===== src/rtl/addsub_seq_arbiter.sv =====
// -----------------------------------------------------------------------------
// addsub_seq_arbiter
//
// Two-requester arbiter in front of a nibble-serial adder/subtractor. One 4-bit
// full-adder slice handles WIDTH/4 nibbles, LSB first, one nibble per clock.
// Ties go to the requester that was not granted last. Requester 0 wins the
// first tie after reset.
//
// Optional feature: define ADDSUB_SEQ_OVF_EN to add the signed-overflow output
// ovf. Without the macro there is no ovf port and no overflow logic.
//
// Ports
//   clk              sole clock, rising edge
//   rst_n            asynchronous active-low reset
//   req0 / req1      operation request, held high until acked
//   sub0 / sub1      0 = A+B, 1 = A-B
//   a0, b0 / a1, b1  operands (WIDTH bits)
//   ack0 / ack1      one-cycle pulse: request accepted, operands latched
//   busy             high while an operation is running or finishing
//   done             one-cycle pulse: result valid
//   done_id          requester that owns the current result
//   result           sum or difference, held until the next done
//   cout             final carry out (for subtract, 1 = no borrow)
//   ovf              (ADDSUB_SEQ_OVF_EN only) signed overflow, held like result
// -----------------------------------------------------------------------------
module addsub_seq_arbiter #(
   parameter int WIDTH = 16
) (
   input  logic             clk,
   input  logic             rst_n,
   input  logic             req0,
   input  logic             req1,
   input  logic             sub0,
   input  logic             sub1,
   input  logic [WIDTH-1:0] a0,
   input  logic [WIDTH-1:0] b0,
   input  logic [WIDTH-1:0] a1,
   input  logic [WIDTH-1:0] b1,
   output logic             ack0,
   output logic             ack1,
   output logic             busy,
   output logic             done,
   output logic             done_id,
   output logic [WIDTH-1:0] result,
   output logic             cout
`ifdef ADDSUB_SEQ_OVF_EN
   ,output logic            ovf
`endif
);

   localparam int NIBS  = WIDTH / 4;
   localparam int IDX_W = (NIBS > 1) ? $clog2(NIBS) : 1;

   typedef enum logic [1:0] {
      IDLE = 2'd0,
      RUN  = 2'd1,
      DONE = 2'd2
   } state_t;

   state_t             state;
   state_t             state_next;

   logic               start;
   logic               grant_id;
   logic               sel_sub;
   logic [WIDTH-1:0]   sel_a;
   logic [WIDTH-1:0]   sel_b;

   logic               last_grant;
   logic               cur_id;
   logic [WIDTH-1:0]   op_a;
   logic [WIDTH-1:0]   op_b;
   logic [WIDTH-1:0]   acc;
   logic               carry;
   logic [IDX_W-1:0]   idx;

   logic               last_nib;
   logic [4:0]         nib_sum;
   logic [WIDTH+3:0]   acc_ext;
   logic [WIDTH-1:0]   acc_next;

   assign busy     = (state != IDLE);
   assign last_nib = (idx == IDX_W'(NIBS - 1));

   // Shared nibble slice: always works on the low nibble of the shifting
   // operand registers.
   assign nib_sum  = {1'b0, op_a[3:0]} + {1'b0, op_b[3:0]} + {4'b0000, carry};

   // New nibble enters at the top; after NIBS shifts the LSB nibble sits at
   // bit 0. Done through a widened vector so WIDTH = 4 needs no special case.
   assign acc_ext  = {nib_sum[3:0], acc};
   assign acc_next = acc_ext[WIDTH+3:4];

`ifdef ADDSUB_SEQ_OVF_EN
   // Carry into the MSB of the final nibble, needed for signed overflow.
   logic [3:0] low3_sum;
   logic       carry_msb;
   assign low3_sum  = {1'b0, op_a[2:0]} + {1'b0, op_b[2:0]} + {3'b000, carry};
   assign carry_msb = low3_sum[3];
`endif

   // -------------------------------------------------------------------------
   // FSM state register
   // -------------------------------------------------------------------------
   always_ff @(posedge clk or negedge rst_n) begin
      if (!rst_n) begin
         state <= IDLE;
      end else begin
         state <= state_next;
      end
   end

   // -------------------------------------------------------------------------
   // Next state and arbitration
   // -------------------------------------------------------------------------
   always_comb begin
      state_next = state;
      start      = 1'b0;
      grant_id   = 1'b0;
      case (state)
         IDLE: begin
            if (req0 || req1) begin
               start      = 1'b1;
               state_next = RUN;
               // Tie: give it to whoever did not win last time.
               grant_id   = (req0 && req1) ? ~last_grant : req1;
            end
         end
         RUN: begin
            if (last_nib) begin
               state_next = DONE;
            end
         end
         DONE:    state_next = IDLE;
         default: state_next = IDLE;
      endcase
   end

   always_comb begin
      sel_sub = grant_id ? sub1 : sub0;
      sel_a   = grant_id ? a1   : a0;
      sel_b   = grant_id ? b1   : b0;
   end

   // -------------------------------------------------------------------------
   // Operand latch, nibble datapath and result registers
   // -------------------------------------------------------------------------
   always_ff @(posedge clk or negedge rst_n) begin
      if (!rst_n) begin
         ack0       <= 1'b0;
         ack1       <= 1'b0;
         done       <= 1'b0;
         done_id    <= 1'b0;
         result     <= '0;
         cout       <= 1'b0;
         last_grant <= 1'b1;
         cur_id     <= 1'b0;
         op_a       <= '0;
         op_b       <= '0;
         acc        <= '0;
         carry      <= 1'b0;
         idx        <= '0;
`ifdef ADDSUB_SEQ_OVF_EN
         ovf        <= 1'b0;
`endif
      end else begin
         ack0 <= 1'b0;
         ack1 <= 1'b0;
         done <= 1'b0;
         if (start) begin
            // Subtract as A + ~B + 1: invert B now, seed carry with 1.
            op_a       <= sel_a;
            op_b       <= sel_sub ? ~sel_b : sel_b;
            carry      <= sel_sub;
            idx        <= '0;
            cur_id     <= grant_id;
            last_grant <= grant_id;
            ack0       <= ~grant_id;
            ack1       <= grant_id;
         end else if (state == RUN) begin
            op_a  <= op_a >> 4;
            op_b  <= op_b >> 4;
            carry <= nib_sum[4];
            acc   <= acc_next;
            idx   <= idx + 1'b1;
            if (last_nib) begin
               result  <= acc_next;
               cout    <= nib_sum[4];
               done_id <= cur_id;
               done    <= 1'b1;
`ifdef ADDSUB_SEQ_OVF_EN
               ovf     <= carry_msb ^ nib_sum[4];
`endif
            end
         end
      end
   end

endmodule

===== config.mk =====
export PLATFORM = sky130hd
export DESIGN_NAME = addsub_seq_arbiter
export DESIGN_NICKNAME = d
export VERILOG_FILES = /design/src/rtl/addsub_seq_arbiter.sv
export SDC_FILE = /design/constraint.sdc
export NUM_CORES = 1
export LEC_CHECK = 0
export BUFFER_PORTS_ARGS = -buffer_cell sky130_fd_sc_hd__buf_4
export CAP_MARGIN = 20
export CELL_PAD_IN_SITES_DETAIL_PLACEMENT = 1
export CELL_PAD_IN_SITES_GLOBAL_PLACEMENT = 2
export CORE_MARGIN = 1.5
export CORE_UTILIZATION = 36
export CTS_BUF_LIST = sky130_fd_sc_hd__clkbuf_4 sky130_fd_sc_hd__clkbuf_8 sky130_fd_sc_hd__clkbuf_16
export DETAILED_ROUTE_END_ITERATION = 8
export PLACE_DENSITY = 0.82
export SETUP_SLACK_MARGIN = 0.2
export SYNTH_ARGS = -nofsm -noshare
export SYNTH_HDL_FRONTEND = slang
export SYNTH_SLANG_ARGS = --single-unit
export TNS_END_PERCENT = 20

===== constraint.sdc =====
create_clock -name clk -period 4.2 [get_ports clk]
set_clock_uncertainty 0.15 [all_clocks]
set_input_delay 0.84 -clock clk [delete_from_list [all_inputs] [get_ports clk]]
set_output_delay 0.84 -clock clk [all_outputs]
set_load 0.02 [all_outputs]

### Word level (Yosys, flattened, before mapping)

Index checks and enable logic that the tools add are counted.

* word-level logic and storage cells: 58
* output and inout port bits: 22
* bits in registers: 76
* input port bits: 70

* reductions and logical operators: 8
* add/subtract/negate cells: 3
* equal/unequal tests: 4
* bitwise logic cells: 4
* multiplexer cells: 25

Operators by type and width (count)
* 16-bit two-way mux: 7
* 16-bit NOT: 1
* 1-bit two-way mux: 13
* 2-bit two-way mux: 4
* 4-bit by 4-bit adder with 5-bit output: 1
* 5-bit by 1-bit adder with 5-bit output: 1
* 2-bit != test, second input constant: 2
* 2-bit one-hot mux with 2 select lines: 1
* 2-bit AND reduction: 2
* 2-bit nonzero test: 2
* 1-bit NOT: 3
* 3-bit AND reduction: 1
* 2-bit by 1-bit adder with 2-bit output, second input constant: 1
* 2-bit by 1-bit == test with 1-bit output, second input constant: 1
* 2-bit == test, second input constant: 1
* 2-bit logical NOT: 1
* 1-bit logical AND: 1
* 1-bit logical OR: 1

### Depth between registers and ports, before layout

* depth in word-level cells: 8
* depth in mapped cells: 6
* mapped depth without buffers: 6

### Worst setup path before layout

No wires, ideal clock.

* path type: register to output
* start: register state[1]
* end: output busy
* data required time: 3.210 ns
* slack: 2.107 ns
* path buffers: 2
* data arrival time: 1.103 ns
* cell stages (with the launch flop): 5
* path through: dfrtp_1 -> buf_4 -> nor2_2 -> clkbuf_1 -> inv_1

* word-level cells in the longest chain between the ends: 1

Ends and longest elaborated chain
* start: declaration: RTL line 60 `state_t state;`
* start signal: assignment: RTL line 109 `state <= state_next;`
* 2-bit nonzero test: RTL line 82 `assign busy = (state != IDLE);`
* end: declaration: RTL line 41 `output logic busy,`

Every way passes these cells.

### Worst setup path in the final report

* start: register state[0]
* end: output busy

Same word-level chain as after synthesis.

==> flow_summary_export.csv <==
group,metric,value,unit
outcome,status,"finished, final reports clean",
routing,wl_per_cell,18.6,microns
die,dieArea,11800,sq um
clock_tree,postCtsSetupBuffers,0,
timing,worst_slack,0.961,ns
min_path,hold_end,"acc[7]$_DFFE_PN0P_",
worst_setup_path,max_stage_delay,0.87,ns
cells_and_area,postLayoutCellArea,4870,sq um
grt,grt_pass1_wl,17.7,mm
place,dp_slack,1.36,ns
routing,wirelength,11.2,mm
pwr,max-vdd-ir-drop,248,uV
worst_setup_path,worstPathCellList,"nor2_2 > inv_1 > buf_4",
die,pin_count,92,
logic_synthesis,synth_cell_type_count,45,
routing,drc,0,
timing,max_freq,309,MHz
routing,dr.first_iter.drc_count,169,
cells_and_area,areaGrowthSynthToFinish,21.7,%
place,gp_congestion,0.778,
flow_run,cap_violations,0,
logic_synthesis,synth_ff_type,"dfrtp_1",
clock_tree,cts_hold_buf,0,
cells_and_area,stdcell_count,602,
worst_setup_path,ff2ff_path_depth,4,
worst_setup_path,cp-end-kind,"output pin",
die,die_x,108,microns
logic_synthesis,synth-seq-area-share,0.451,
routing,drt_first_pass_iters,4,
clock_tree,clock-sinks,72,
worst_setup_path,critPathMaxFanout,30,
cells_and_area,post-route-util,0.449,
worst_setup_path,crit_type,"flop to output pin",
cells_and_area,nets,533,
grt,track_usage,0.196,
timing,hold_viol,0,
clock_tree,clk_root_buffer_cell,"clkbuf_8",
worst_setup_path,cp.required,3.21,ns
timing,setup_viol,0,
clock_tree,clock_latency,0.34,ns
cells_and_area,diodes,0,
logic_synthesis,synth_cells,391,
worst_setup_path,reg2reg_to,"op_b[14]$_DFFE_PN0P_",
timing,worst_pin_slew,1.05,ns
logic_synthesis,syn_area_per_cell,10.2,sq um
timing,period_share,0.771,
worst_setup_path,cp-startpoint,"state[0]$_DFFE_PN0P_",
die,die_h,108,microns
logic_synthesis,yosys_warnings,0,
worst_setup_path,rrSetupSlack,1.40,ns
place,placedCellCount,586,
grt,antenna_found_initial,0,
worst_setup_path,crit_slowest_cell,"nor2_2",
cells_and_area,final_cell_mix,"buf_4 (98), dfrtp_1 (71), nand2_1 (47), nor2b_1 (32), o2111ai_1 (29)",
timing,tns,0,ns
place,port_buffers,91,
grt,grt_max_degree,73,
logic_synthesis,synth_edf_count,0,
routing,drtAntennaViolNets,0,
clock_tree,cts_max_path_buffers,2,
die,start_util,0.369,
cells_and_area,layout_commonest_cell,"buf_4",
logic_synthesis,syn_nets,467,
logic_synthesis,async_flop_share,1.00,
cells_and_area,drive_gt1_frac,0.264,
clock_tree,post_cts_resized,0,
timing,min_period,3.24,ns
place,hpwl,7.81,mm
routing,vias,3366,
clock_tree,clk_pin_slew,0.07,ns
min_path,hold_start,"acc[7]$_DFFE_PN0P_",
logic_synthesis,ys_ff_latch,72,
place,postPlaceCellArea,4700,sq um
grt,grt_pass1_vias,3429,
min_path,hold_class,"flop to flop",
grt,grt_overflow_total,0,
worst_setup_path,start_kind,"flop",
min_path,hold_depth,2,
die,rows,38,
pwr,p_leak,2.21,nW
clock_tree,cts_max_level,3,
logic_synthesis,syn_area,4000,sq um
timing,rsz0062_at_grt,"false",
pwr,power_density,670,nW/um^2
worst_setup_path,crit_arrival,2.25,ns
die,coreArea,10800,sq um
clock_tree,cts_tree,"built",
clock_tree,numCtsBuffers,9,
timing,relSlewSlack,0.302,
routing,via_per_inst,5.59,
timing,maxSlewViolCount,0,
worst_setup_path,worstReg2RegStart,"state[0]$_DFFE_PN0P_",
==> area by class of cell <==
cell class                 instances  area [sq um]
sequential                        72          1800
clock inverter                     6          36.3
tap                              140           175
fill                            1234          5970
timing repair buffer              98           736
multi-input combinational        269          1960
inverter                           7          26.3
clock buffer                      10           131
==> state kept, by name, summed over array words and instances, names as in the netlist <==
| name | flops |
|---|---|
| idx | 2 |
| carry | 1 |
| result | 16 |
| op_b | 16 |
| op_a | 16 |
| last_grant | 1 |
| cout | 1 |
| acc | 12 |
| done_id | 1 |
| state | 2 |
| cur_id | 1 |
| done | 1 |
| ack0 | 1 |
| ack1 | 1 |
==> per-stage QoR <==
stage	hold WS (ns)	power, mW
2_1_floorplan	0.289	2.28
3_5_place_dp	0.317	2.81
5_1_grt	0.353	3.52
3_3_place_gp	0.307	2.74
4_1_cts	0.335	3.30
6_report	0.330	3.26
==> cells by family (layout without fill, tap and decap cells) <==
kind of cell    after synthesis  after routing  synth area share
simple gates                126            126             0.183
compound gates              105            105             0.204
mux                          14             14            0.0394
fa+ha+maj                     6              6            0.0225
flops                        72             72             0.451
xor+xnor                     18             18            0.0394
buf+inv                      50            121            0.0607
==> how the worst max path moves through the flow <==
| stage | to | depth (start not counted) |
|---|---|---|
| after floorplan | busy | 4 |
| after global placement | busy | 3 |
| after detailed placement | busy | 3 |
| after CTS | busy | 3 |
| after global routing | busy | 3 |
| final | busy | 3 |
==> worst max-delay path: cells and delay by family, from the launching register on <==
family	cells	cell delay, ns
buf+inv	2	0.28
flops	1	0.76
simple gates	1	0.87
==> cell usage after synthesis, types with 2 or more instances <==
library cell	n	area, sq um
o2111ai_1	29	254
o21ai_1	15	75.1
inv_1	5	18.8
clkbuf_1	14	52.6
xnor2_1	3	26.3
o311ai_1	3	26.3
nand2_1	47	176
nor2b_1	32	200
nand2b_1	2	12.5
a221o_1	5	50.1
o21ai_0	7	35.0
a21oi_1	2	10.0
xor2_1	15	131
ha_1	4	50.1
a2bb2oi_1	11	96.3
a32oi_1	12	105
a211oi_1	12	90.1
buf_4	8	60.1
dfrtp_1	71	1780
buf_2	20	100
nand3_1	3	15.0
nand4_1	15	93.8
nor4bb_1	12	120
fa_1	2	40.0
and3_1	6	37.5
a21o_1	2	15.0
inv_2	2	7.51
a211o_1	2	17.5
mux2_1	14	158
==> report_power, final <==
part,internal (mW),total (mW),switching [mW]
clock,0.218,0.478,0.261
combinational,0.640,1.48,0.841
sequential,1.02,1.30,0.281
==> routing by layer <==
| layer | track usage | share of wire | up-vias | wire length (microns) |
|---|---|---|---|---|
| met5 | 0 | 0 | - | 0 |
| met4 | 0.0630 | 0.015 | 0 | 163 |
| met3 | 0.0241 | 0.035 | 13 | 394 |
| met2 | 0.316 | 0.48 | 90 | 5410 |
| met1 | 0.273 | 0.47 | 1666 | 5230 |
| li1 | - | - | 1597 | - |
Power figures use the tool's default switching activity.
